$ cat src/rtl/vx_lane_accumulate.sv
// vx_lane_accumulate: multi-lane windowed accumulator with handshakes, saturation and flush
module vx_lane_accumulate #(
  parameter int DATAW    = 8,
  parameter int ACCW     = 16,
  parameter int LANES    = 4,
  parameter int MAXN     = 16,
  parameter int SIGNED   = 1,
  parameter int SATURATE = 1,
  parameter int CNTW     = $clog2(MAXN) + 1
) (
  input  logic                    clk,
  input  logic                    reset,
  input  logic [CNTW-1:0]         len_cfg,
  input  logic                    flush,
  input  logic                    in_valid,
  output logic                    in_ready,
  input  logic [LANES*DATAW-1:0]  in_data,
  output logic                    out_valid,
  input  logic                    out_ready,
  output logic [LANES*ACCW-1:0]   out_data,
  output logic [LANES-1:0]        out_ovf,
  output logic                    busy
);
  logic [CNTW-1:0]       cnt, len_q, len_eff;
  logic [LANES*ACCW-1:0] acc, nxt_acc;
  logic [LANES-1:0]      ovf, nxt_ovf;
  logic                  fire, first, last;
  assign in_ready = ~reset & ~flush & (~out_valid | out_ready);
  assign fire     = in_valid & in_ready;
  assign first    = cnt == '0;
  assign busy     = ~first;
  // len_cfg only matters on the first beat; afterwards the latched length rules
  assign len_eff  = !first ? len_q :
                    len_cfg == '0 ? CNTW'(1) :
                    len_cfg > CNTW'(MAXN) ? CNTW'(MAXN) : len_cfg;
  assign last     = fire & (cnt + CNTW'(1) == len_eff);
  for (genvar i = 0; i < LANES; i++) begin : g_lane
    logic [DATAW-1:0] d;
    logic [ACCW-1:0]  a, ext, sum, clamp;
    logic             o;
    assign d   = in_data[i*DATAW +: DATAW];
    assign a   = acc[i*ACCW +: ACCW];
    assign sum = a + ext;
    if (SIGNED != 0) begin : g_s
      assign ext   = {{(ACCW-DATAW+1){d[DATAW-1]}}, d[DATAW-2:0]};
      assign o     = a[ACCW-1] == ext[ACCW-1] && sum[ACCW-1] != a[ACCW-1];
      assign clamp = {a[ACCW-1], {(ACCW-1){~a[ACCW-1]}}};
    end else begin : g_u
      assign ext   = ACCW'(d);
      assign o     = sum < a;
      assign clamp = '1;
    end
    assign nxt_acc[i*ACCW +: ACCW] = first ? ext : (o && SATURATE != 0) ? clamp : sum;
    assign nxt_ovf[i]              = ~first & (ovf[i] | o);
  end
  always_ff @(posedge clk) begin
    if (reset) begin
      cnt       <= '0;
      len_q     <= '0;
      acc       <= '0;
      ovf       <= '0;
      out_valid <= 1'b0;
      out_data  <= '0;
      out_ovf   <= '0;
    end else begin
      if (flush) begin
        cnt <= '0;
        acc <= '0;
        ovf <= '0;
      end else if (fire) begin
        cnt <= last ? '0 : cnt + CNTW'(1);
        acc <= nxt_acc;
        ovf <= nxt_ovf;
        if (first) len_q <= len_eff;
      end
      if (last) begin
        out_valid <= 1'b1;
        out_data  <= nxt_acc;
        out_ovf   <= nxt_ovf;
      end else if (out_ready) begin
        out_valid <= 1'b0;
      end
    end
  end
endmodule

$ cat config.mk
export PLATFORM = sky130hd
export DESIGN_NAME = vx_lane_accumulate
export DESIGN_NICKNAME = d
export VERILOG_FILES = /design/src/rtl/vx_lane_accumulate.sv
export SDC_FILE = /design/constraint.sdc
export NUM_CORES = 1
export LEC_CHECK = 0
export BUFFER_PORTS_ARGS = -buffer_cell sky130_fd_sc_hd__buf_2
export CAP_MARGIN = 20
export CELL_PAD_IN_SITES_DETAIL_PLACEMENT = 1
export CELL_PAD_IN_SITES_GLOBAL_PLACEMENT = 2
export CORE_ASPECT_RATIO = 0.5
export CORE_MARGIN = 2
export CORE_UTILIZATION = 25
export DETAILED_ROUTE_END_ITERATION = 10
export GPL_ROUTABILITY_DRIVEN = 0
export PLACE_DENSITY_LB_ADDON = 0.08
export SLEW_MARGIN = 20
export SYNTH_ARGS = -nofsm -noshare
export SYNTH_HDL_FRONTEND = slang
export SYNTH_SLANG_ARGS = --single-unit
$ cat constraint.sdc
create_clock -name clk -period 2.35 [get_ports clk]
set_clock_uncertainty 0.05 [all_clocks]
set_input_delay 0.1175 -clock clk [delete_from_list [all_inputs] [get_ports clk]]
set_output_delay 0.1175 -clock clk [all_outputs]
set_load 0.1 [all_outputs]
==> results.toml <==
[synthesis]
post_synth_and_or_nand_nor_area_fraction_pct = 18.19
ys_top_cells_by_count = "dfxtp_1, nand2_1, o21ai_0"
yosysWarnings = 0
synth_fp_nets = 1218
synth-compound-area-share_pct = 30.13
yosysTopAreaCell = "dfxtp_1"
synth_seq_cells = 147
synth-main-ff-cell = "dfxtp_1"
synthAdderAreaFrac_pct = 9.580
synth.cell_area_sq_um = 8934
asr_flop_ratio_synth_pct = 0
number_of_enable_type_register_cells_in_the_synthesized_netlist = 0
synth-seq-area-share_pct = 32.94
main_combinational_cell_family_by_area_after_synthesis = "compound AO/OA/AOI/OAI gates"
synth_mux_area_share_pct = 0.6863
synth_top_cells_by_area = "dfxtp_1, ha_1, o21ai_0"
average_footprint_of_a_synthesized_cell_sq_um = 8.048
cell_variety_after_synth = 79
synth-xor-area-share_pct = 4.314
synth_top_cell_area_share_pct = 32.94
post-synth-top-count-cell = "dfxtp_1"
syn_inst = 1110

[cells_and_area]
diodes = 0
area_growth_pct = 71.15
finish.net_count = 1595
layout.cells.non_filler = 1975
fill_cells = 3958
post-route-cell-area_sq_um = 15290
post_route_cells_drive_above_1_share_pct = 47.80

[global_routing]
global_route.peak_usage_layer = "met2"
grt_antenna_before_repair = 0
first_global_vias = 10430
grt.met2_usage_pct = 34.69
grt.met1_usage_pct = 25.74
globalRouteTotalUtil_pct = 19.97
overflow = 0
grt_pass1_wl_mm = 57.65
global_route.usage.met3_pct = 3.032
pin_count_of_the_biggest_net_entering_global_routing = 46

[sta]
layout_worst_path_cycle_share_pct = 109.4
timing_worst_slew_pin_value_ns = 0.6569
finalHoldWorstSlack_ns = 0.01121
fin_ws_ns = -0.2198
timing_max_transition_violations_final = 0
timing.final.hold_violations = 0
timing.max_slew.rel_slack_pct = 56.20
fmaxAchievable_ghz = 0.3891
period_needed_ns = 2.570
rsz0062_at_grt = "true"
final_setup_violations = 133

[place]
buffer_ports.inserted = 112
detailedPlacementHpwl_mm = 26.19
postPlaceCellArea_sq_um = 11840
placement.setup.worst_slack_ns = -0.3847
dp_cells = 1865

[detailed_routing]
detailroute.via_count = 9818
drt.antenna.violating_nets = 0
drcViolationCount = 0
drt_pre_antenna_iters = 4
routed_wirelength_mm = 38.14
via_per_inst = 4.971
detailedRoute.firstIterationViolations = 323
post_drt_wl_per_cell_microns = 19.31

[power]
pwr-share-seq_pct = 34.6
switching_power_total_w = 0.002363
power_leakage_nw = 6.454
power_report.internal_total_w = 0.005175
clockPowerShare_pct = 41.0
post-layout-total-power_w = 0.007538
power.ir.vdd_worst_uv = 377.8
power.share.switching_pct = 31.34
power_frac_comb_pct = 24.5
power.density_nw_per_um2 = 493.0

[job]
cap_violations = 0

[worst_hold_path]
holdCritPathClass = "input pin to flip-flop"

[floorplanning]
boundaryPins = 113
initial_utilization_pct = 25.65
rows = 48
die_h_microns = 137.7
design.die.area_sq_um = 37350
die_w_microns = 271.3
floorplan.core_area_sq_um = 34830

[setup_path]
critical_path.max_fanout = 8
data_arrival_critical_path_ns = 2.87
worstPathRequired_ns = 2.65
crit_path_start_kind = "flip-flop"
rrSetupSlack_ns = -0.22
worst-setup-path-type = "flip-flop to flip-flop"
setup.worst_path.end_class = "flip-flop"

[clock_tree]
cts_tree = "yes"
clock_tree.htree_level_count = 4
insertion_delay_ns = 0.46
cts.sink_count = 147
cts-root-to-sink-buffers = 2
cts_buffers = 17
clockRootBuffer = "clkbuf_16"
cts.clk_slew.worst_paths_ns = 0.07

[status]
violations = "setup timing"
status = "complete, but fails checks"
==> final cells by class <==
| type | instances | area (sq um) | share of cell area (%) |
|---|---|---|---|
| Tap cell | 475 | 594.3 | 3.887 |
| Multi-Input combinational cell | 876 | 7561 | 49.45 |
| Inverter | 32 | 127.6 | 0.8347 |
| Sequential cell | 147 | 2963 | 19.38 |
| Clock buffer | 19 | 442.9 | 2.897 |
| Clock inverter | 13 | 183.9 | 1.203 |
| Timing Repair Buffer | 413 | 3417 | 22.35 |
==> final timing paths <==
kind                       end         start  cells after the start
setup / recovery  out_data[37]       acc[40]                     10
hold / removal    out_data[20]   in_data[12]                      3
setup reg to reg  out_data[37]       acc[40]                     10
hold reg to reg   out_data[23]  out_data[23]                      2
==> metal layers <==
| layer | share of wire (%) | up-vias |
|---|---|---|
| li1 | - | 4839 |
| met1 | 47 | 4833 |
| met2 | 49 | 109 |
| met3 | 2.1 | 37 |
| met4 | 1.6 | 0 |
| met5 | 0 | - |
==> per-stage QoR <==
stage,setup TNS (ns),utilization (%)
6_report,-14.22,43.89
4_1_cts,-12.76,41.40
2_1_floorplan,-1.486,-
3_3_place_gp,-25.07,33.94
5_1_grt,-29.21,43.89
3_5_place_dp,-31.33,34.00
==> registers in the layout, summed over array words and instances, names as in the netlist <==
| name | count |
|---|---|
| acc | 64 |
| out_data | 64 |
| cnt | 5 |
| len_q | 5 |
| out_ovf | 4 |
| ovf | 4 |
| out_valid | 1 |
==> placed cells by master (no fill, tap or decap), drive strengths merged, types with 13 or more instances in the layout <==
cell type    count
a31oi           15
nor3            20
o21ai          114
dfxtp          147
xor2            18
o21a            13
a21o            38
clkbuf          20
xnor2           26
o31ai           29
nand2          118
a21oi          107
nand2b          21
dlygate4sd3     20
nand3           66
nor2            76
inv             31
buf            392
ha              62
==> timing repair <==
action | CTS | global route
gates cloned | 5 | 2
resized for setup | 343 | 149
setup endpoints to repair | 141 | 143
pin swaps | 131 | 91
hold buffers | 20 | 0
endpoints found under the hold margin | 28 | 0
setup buffers | 34 | 24
==> worst max-delay path: stages, from the launching register on <==
cell and delay, ns:
dfxtp_1 0.38, ha_4 0.22, a21o_1 0.20, a21o_1 0.22, a311o_1 0.29, a31o_4 0.25, or2_4 0.26, buf_12 0.16
a21oi_4 0.15, nor3_2 0.06, a31o_2 0.21
==> cells by family after synthesis <==
| group | count (synthesis) |
|---|---|
| multiplexers | 6 |
| buffers and inverters | 89 |
| AO/OA/AOI/OAI | 410 |
| flip-flops | 147 |
| AND/OR/NAND/NOR | 348 |
| XOR/XNOR | 44 |
| adder cells (fa/ha/maj) | 66 |
==> power groups by stage <==
stage / Clock [W] / Combinational [W] / Sequential, W
detailed placement: 0 / 0.00140 / 0.00265
CTS: 0.00316 / 0.00168 / 0.00260
global placement: 0 / 0.00137 / 0.00265
finish: 0.00309 / 0.00184 / 0.00261
floorplan: 0 / 0.000757 / 0.00272
global route: 0.00329 / 0.00199 / 0.00261
Power figures use the tool's default switching activity.
